==> config.mk <==
export PLATFORM = sky130hd
export DESIGN_NAME = control_sequencer
export DESIGN_NICKNAME = d
export VERILOG_FILES = /design/src/rtl/control_sequencer.sv
export SDC_FILE = /design/constraint.sdc
export NUM_CORES = 1
export LEC_CHECK = 0
export BUFFER_PORTS_ARGS = -buffer_cell sky130_fd_sc_hd__buf_2
export CORE_AREA = 5 5 42 44
export CTS_CLUSTER_DIAMETER = 150
export DETAILED_ROUTE_END_ITERATION = 6
export DIE_AREA = 0 0 47 49
export GPL_TIMING_DRIVEN = 0
export PLACE_DENSITY_LB_ADDON = 0.3
export SYNTH_ARGS = -nofsm -noshare
export SYNTH_HDL_FRONTEND = slang
export SYNTH_SLANG_ARGS = --single-unit
==> constraint.sdc <==
create_clock -name main_clock_i -period 2.23 [get_ports main_clock_i]
set_clock_uncertainty 0.05 [all_clocks]
set_input_delay 0.3345 -clock main_clock_i [delete_from_list [all_inputs] [get_ports main_clock_i]]
set_output_delay 0.3345 -clock main_clock_i [all_outputs]
set_load 0.1 [all_outputs]
==> src/rtl/control_sequencer.sv <==
// Six-state T-state control sequencer for the 4-bit accumulator datapath.
// Decodes the opcode into bus/latch strobes, with run/single-step control and a latched halt.
module control_sequencer (
    input  logic       main_clock_i,
    input  logic       clear_i,
    input  logic [3:0] opcode_i,
    input  logic       run_i,
    input  logic       step_i,
    output logic       enable_pc_o,
    output logic       latch_mar_o,
    output logic       pc_increment_o,
    output logic       enable_ram_o,
    output logic       latch_ir_o,
    output logic       enable_ir_o,
    output logic       latch_a_o,
    output logic       enable_a_o,
    output logic       clear_a_o,
    output logic       latch_b_o,
    output logic       enable_alu_o,
    output logic       sub_o,
    output logic       latch_out_o,
    output logic       halted_o,
    output logic [2:0] t_state_o
);

    typedef enum logic [2:0] {
        T1 = 3'd0,
        T2 = 3'd1,
        T3 = 3'd2,
        T4 = 3'd3,
        T5 = 3'd4,
        T6 = 3'd5
    } t_state_e;

    typedef enum logic [3:0] {
        OP_LDA = 4'b0000,
        OP_ADD = 4'b0001,
        OP_SUB = 4'b0010,
        OP_CLA = 4'b0011,
        OP_OUT = 4'b1110,
        OP_HLT = 4'b1111
    } opcode_e;

    typedef struct packed {
        logic enable_pc;
        logic latch_mar;
        logic pc_increment;
        logic enable_ram;
        logic latch_ir;
        logic enable_ir;
        logic latch_a;
        logic enable_a;
        logic clear_a;
        logic latch_b;
        logic enable_alu;
        logic sub;
        logic latch_out;
    } strobes_t;

    t_state_e state_q, state_d;
    logic     halted_q, halted_d;
    logic     step_prev_q;
    logic     adv;
    strobes_t decoded;
    strobes_t strobes;

    assign adv = !halted_q && (run_i || (step_i && !step_prev_q));

    // NOTE: Clear is synchronous, so it lives inside the clocked block; state uses <= only.
    always_ff @(posedge main_clock_i) begin
        if (clear_i) begin
            state_q  <= T1;
            halted_q <= 1'b0;
        end else begin
            state_q  <= state_d;
            halted_q <= halted_d;
        end
        step_prev_q <= step_i;
    end

    // NOTE: every output of this block gets a default first, so no latch is inferred.
    always_comb begin
        state_d  = state_q;
        halted_d = halted_q;
        if (adv) begin
            if (state_q == T4 && opcode_e'(opcode_i) == OP_HLT) begin
                halted_d = 1'b1;
                state_d  = T5;
            end else if (state_q == T6) begin
                state_d = T1;
            end else begin
                state_d = t_state_e'(state_q + 3'd1);
            end
        end
    end

    always_comb begin
        decoded = '0;
        case (state_q)
            T1: begin
                decoded.enable_pc = 1'b1;
                decoded.latch_mar = 1'b1;
            end
            T2: decoded.pc_increment = 1'b1;
            T3: begin
                decoded.enable_ram = 1'b1;
                decoded.latch_ir   = 1'b1;
            end
            T4: begin
                case (opcode_e'(opcode_i))
                    OP_LDA, OP_ADD, OP_SUB: begin
                        decoded.enable_ir = 1'b1;
                        decoded.latch_mar = 1'b1;
                    end
                    OP_CLA: decoded.clear_a = 1'b1;
                    OP_OUT: begin
                        decoded.enable_a  = 1'b1;
                        decoded.latch_out = 1'b1;
                    end
                    default: ;
                endcase
            end
            T5: begin
                case (opcode_e'(opcode_i))
                    OP_LDA: begin
                        decoded.enable_ram = 1'b1;
                        decoded.latch_a    = 1'b1;
                    end
                    OP_ADD, OP_SUB: begin
                        decoded.enable_ram = 1'b1;
                        decoded.latch_b    = 1'b1;
                    end
                    default: ;
                endcase
            end
            T6: begin
                if (opcode_e'(opcode_i) == OP_ADD || opcode_e'(opcode_i) == OP_SUB) begin
                    decoded.enable_alu = 1'b1;
                    decoded.latch_a    = 1'b1;
                    decoded.sub        = (opcode_e'(opcode_i) == OP_SUB);
                end
            end
            default: ;
        endcase
    end

    // In single-step mode strobes fire only in the advancing cycle, so each latch captures once.
    always_comb begin
        strobes = decoded;
        if (clear_i) begin
            strobes         = '0;
            strobes.clear_a = 1'b1;
        end else if (!run_i && !adv) begin
            strobes = '0;
        end
    end

    assign enable_pc_o    = strobes.enable_pc;
    assign latch_mar_o    = strobes.latch_mar;
    assign pc_increment_o = strobes.pc_increment;
    assign enable_ram_o   = strobes.enable_ram;
    assign latch_ir_o     = strobes.latch_ir;
    assign enable_ir_o    = strobes.enable_ir;
    assign latch_a_o      = strobes.latch_a;
    assign enable_a_o     = strobes.enable_a;
    assign clear_a_o      = strobes.clear_a;
    assign latch_b_o      = strobes.latch_b;
    assign enable_alu_o   = strobes.enable_alu;
    assign sub_o          = strobes.sub;
    assign latch_out_o    = strobes.latch_out;
    assign halted_o       = halted_q;
    assign t_state_o      = state_q;

endmodule
* Word-level counts from Yosys, hierarchy flattened *
Cells that the tools add are included.

storage, ports and cells
  input bits = 8
  logic and storage cells = 51
  output and inout port bits = 17
  register bits = 5

operators by class
  equality and inequality tests = 10
  add/subtract/negate cells = 1
  muxes and demuxes = 22
  reduce and logical (&&, ||, !) cells = 15

operator list
  operator                                        number
  2-to-1 mux 13 bit                               2
  2-to-1 mux 1 bit                                12
  == test 4 x 2 -> 1 bit (second input constant)  2
  == test 4 bit (second input constant)           2
  == test 3 x 2 -> 1 bit (second input constant)  2
  == test 3 bit (second input constant)           2
  2-to-1 mux 2 bit                                3
  2-to-1 mux 3 bit                                2
  case mux 1 bit (2 select lines)                 3
  == test 4 x 1 -> 1 bit (second input constant)  1
  logical AND 1 bit                               4
  logical NOT 1 bit                               4
  logical NOT 4 bit                               1
  adder 3 x 1 -> 3 bit (second input constant)    1
  == test 3 x 1 -> 1 bit (second input constant)  1
  logical NOT 3 bit                               1
  OR reduction 3 bit                              1
  logical OR 1 bit                                2
  AND reduction 2 bit                             1
  OR reduction 2 bit                              1

* Depth between registers and ports, before layout *
  word-level depth = 8
  gate-level depth with buffers = 7

* Least setup slack after synthesis *
OpenSTA, ideal clock, no wires.

  path kind = register -> output
  start = register state_q[0] (netlist: t_state_o[0])
  end = output latch_out_o
  required time = 1.845 ns
  cell stages (with the launch flop) = 7
  slack = -3.705 ns
  arrival time = 5.550 ns
  cells stage by stage = dfxtp_1 -> clkbuf_1 -> and2_1 -> ha_1 -> nand3_1 -> nor4b_1 -> buf_4

between the ends
  longest elaborated chain between the ends = 4

ends and longest elaborated chain
  what                      line  text
  start: declaration        60    t_state_e state_q, state_d;
  start signal: assignment  75    state_q <= state_d;
  == test 3 x 2 -> 1 bit    99    case (state_q)
  2-to-1 mux 1 bit          99
  2-to-1 mux 13 bit         153   end else if (!run_i && !adv) begin
  2-to-1 mux 13 bit         150   if (clear_i) begin
  end: declaration          21    output logic latch_out_o,

No other way between the ends.

* Final worst setup path *
  start = register halted_q (netlist: halted_o)
  end = output sub_o

between the ends
  longest elaborated chain between the ends = 6

ends and longest elaborated chain
  what                      line  text
  start: declaration        61    logic halted_q, halted_d;
  start signal: assignment  76    halted_q <= halted_d;
  logical NOT 1 bit         67    assign adv = !halted_q && (run_i || (step_i && !step_prev_q));
  logical AND 1 bit         67
  logical NOT 1 bit         153
  logical AND 1 bit         153
  2-to-1 mux 13 bit         153
  2-to-1 mux 13 bit         150
  end: declaration          20    output logic sub_o,

No other way between the ends.

==> summary.md <==
| Metric | Value |
|---|---|
| TritonCTS Buffers | 3 |
| Final Wtd Congestion | 0.794 |
| Number of global-route vias before repair | 522 |
| Net Count, Synth | 65 |
| Worst-path maximum fanout | 8 |
| Worst-Margin Slew | 0.492 ns |
| Power Internal | 0.213 mW |
| Post-Synthesis Mean Instance Area | 7.42 um2 |
| Global-route wire length before repair | 2.22 mm |
| Largest voltage drop on the vdd net | 0.000311 V |
| Horizontal extent of the die | 47 um |
| Number of nets in the layout | 94 |
| Switching power of the nets | 0.186 mW |
| WL/cell | 12.7 um |
| Maximum level of the CTS H-tree | 1 |
| Data required time at the worst endpoint | 1.85 ns |
| First DRT Iteration DRCs | 8 |
| Most frequent standard cell in the layout excluding fill and tap cells | sky130_fd_sc_hd__buf_2 |
| Setup CP Type | reg2out |
| Count of unresolved DRC violations after routing | 0 |
| Element type at the critical path end | output pin |
| Count of max-cap constraint violations | 0 |
| Vertical die dimension | 49 um |
| Flop pwr share | 26.2% |
| Number of warnings reported in the yosys synthesis log | 0 |
| Startpoint type of the worst setup path | flip-flop |
| Global Route Usage Sum | 12.8% |
| Initial core utilization | 29.6% |
| Worst hold path type | in2reg |
| Via count | 520 |
| Switching share of total power | 46.7% |
| CTS hold repair buffers | 0 |
| Pin count of the biggest net entering global routing | 11 |
| Worst slack at placement | -0.0127 ns |
| Clk Tree Root Cell | sky130_fd_sc_hd__clkbuf_4 |
| Synth area leaders | sky130_fd_sc_hd__dfxtp_1 24%, sky130_fd_sc_hd__nand2b_4 6.6%, sky130_fd_sc_hd__nor2_1 6.3%, sky130_fd_sc_hd__or3_1 6.0%, sky130_fd_sc_hd__nand2_1 5.4% |
| Clock power frac | 26.1% |
| Final setup violation count | 0 |
| Layout cell share with drive strength beyond 1 | 63.1% |
| Core area | 1400 um2 |
| Overall routed net length | 1.27 mm |
| Leading area contributor after synthesis | sky130_fd_sc_hd__dfxtp_1 |
| Outcome | complete, no violations |
| Logic gate share of total power | 47.7% |
| Period utilisation layout | 96.9% |
| Buffers from clock root to sink, at most | 2 |
| Final TNS setup | 0 ns |
| Source-to-sink clock delay at the later pin of the worst-skew pair | 0.24 ns |
| Worst-path clk slew | 0.04 ns |
| Commonest cells after routing, fill and taps aside | 17 x sky130_fd_sc_hd__buf_2, 6 x sky130_fd_sc_hd__nand2_1, 6 x sky130_fd_sc_hd__clkbuf_4 |
| Filler cell count | 139 |
| Number of clock sinks | 5 |
| Critical path's top delay family | simple AND/OR/NAND/NOR gates |
| RSZ-0062 raised after global routing | true |
| Power density over the cells | 504 nW/um2 |
| Part of the Yosys area used for sequential elements | 24.1% |
| Number of input and output port buffers inserted | 24 |
| I/O pins | 25 |
| Synthesized cell area | 415 um2 |
| Max Slew Vio Count | 0 |
| Min Clock Period, post-route | 2.16 ns |
| Worst path max stage delay | 0.35 ns |
| Die Area | 2300 um2 |
| Fraction of post-synthesis cell area in the top cell type by area | 24.1% |
| Synthesis-stage register bit count | 5 |
| Highest clock frequency the design can meet | 463 MHz |
| Row count | 14 |
| Max_slew headroom | 67.4% |
| Number of antenna violations at the first check in global routing | 0 |
| Residual overflow from global routing | 0 |
| Remaining antenna violation count | 0 |
| Final Instance Count excl. Fillers | 100 |
| Hold Vio Cnt, Final | 0 |
| Number of detailed-route iterations in the first pass | 4 |
| Post-synth cell types | 29 |
| DR vias/cell | 5.20 |
| Cell with the largest stage delay on the worst path | sky130_fd_sc_hd__dfxtp_4 |
| Cell leakage power | 0.338 nW |
| Final setup margin | 0.0696 ns |
| Ant. Diodes | 0 |
| Area grow syn2layout | 90.7% |
| Critical path buffers and inverters | 1 |
| Post-Synthesis Cells | 56 |
| TritonCTS clock tree | built |
| Sequence of cells on the critical path | nor3b_4 -> o21bai_4 -> nand2b_4 -> nor4bb_4 -> buf_6 |
| Detailed placer's ending HPWL | 1.03 mm |
| Arrival time reported for the critical path endpoint | 1.78 ns |
| Number of cells after detailed placement | 96 |
kinds of logic (layout without fill, tap and decap cells):
group / Yosys count / in the layout / synth area share (%)
xor+xnor: 1 / 1 / 2.11
flops: 5 / 5 / 24.1
simple gates: 33 / 33 / 47.6
compound gates: 11 / 11 / 17.8
fa+ha+maj: 1 / 1 / 3.01
buf+inv: 5 / 33 / 5.42
metal layers:
| metal | global-route usage, % | vias up | share of wire, % |
|---|---|---|---|
| met2 | 19.7 | 13 | 51 |
| li1 | - | 257 | - |
| met1 | 16.5 | 246 | 41 |
| met5 | 0 | - | 0 |
| met3 | 2.58 | 4 | 6.8 |
| met4 | 5.53 | 0 | 1.1 |
per-stage QoR:
step	power (mW)	cell area (um2)	util, %	hold WS (ns)
final	0.399	792	56.5	0.211
after global routing	0.420	792	56.5	0.211
after CTS	0.402	777	55.4	0.211
after detailed placement	0.297	737	52.6	0.453
after global placement	0.294	737	52.6	0.444
after floorplan	0.260	597	-	0.312
what timing repair did:
item / 4_1_cts / 5_1_grt
gates resized for setup: 5 / 5
pin swaps: 0 / 1
buffers inserted: 0 / 0
setup endpoints to repair: 4 / 6
worst paths after layout:
check,start,to,slack [ns],cells after the start
worst max-delay path,halted_o,sub_o,0.07,5
worst min-delay path,step_i,step_prev_q,0.21,1
worst max register to register,t_state_o[0],t_state_o[1],0.46,7
worst min register to register,halted_o,halted_o,0.46,2
sequential cells by signal (all words and copies together), names as in the netlist:
name and count:
step_prev_q 1, t_state_o 3, halted_o 1
layout make-up:
cell class	count	area (um2)	share of cell area, %
buffer	2	25.0	3.16
clock buffer	4	26.3	3.32
inverter	3	11.3	1.42
multi-input combinational	46	445	56.2
sequential	5	115	14.5
tap	16	20.0	2.53
timing repair buffer	24	149	18.8
cell usage after synthesis (all sizes together):
cell type,number
a211oi,1
a22oi,1
inv,3
clkbuf,1
nor4bb,1
dfxtp,5
or3,4
nor4,1
nor3,3
nand2,6
nor2,7
xor2,1
nand3,2
a21o,1
a21oi,4
buf,1
nand4,1
nor4b,1
ha,1
and2,1
and3,1
o21bai,2
a31oi,2
nand2b,2
nor3b,2
or4,1
power groups by stage:
stage	sequential (mW)	clock, mW	combinational [mW]
detailed placement	0.107	0	0.190
global placement	0.107	0	0.187
global route	0.106	0.111	0.202
floorplan	0.141	0	0.119
finish	0.105	0.104	0.191
CTS	0.105	0.105	0.191
Note: power is estimated with default switching activity, not from simulation.
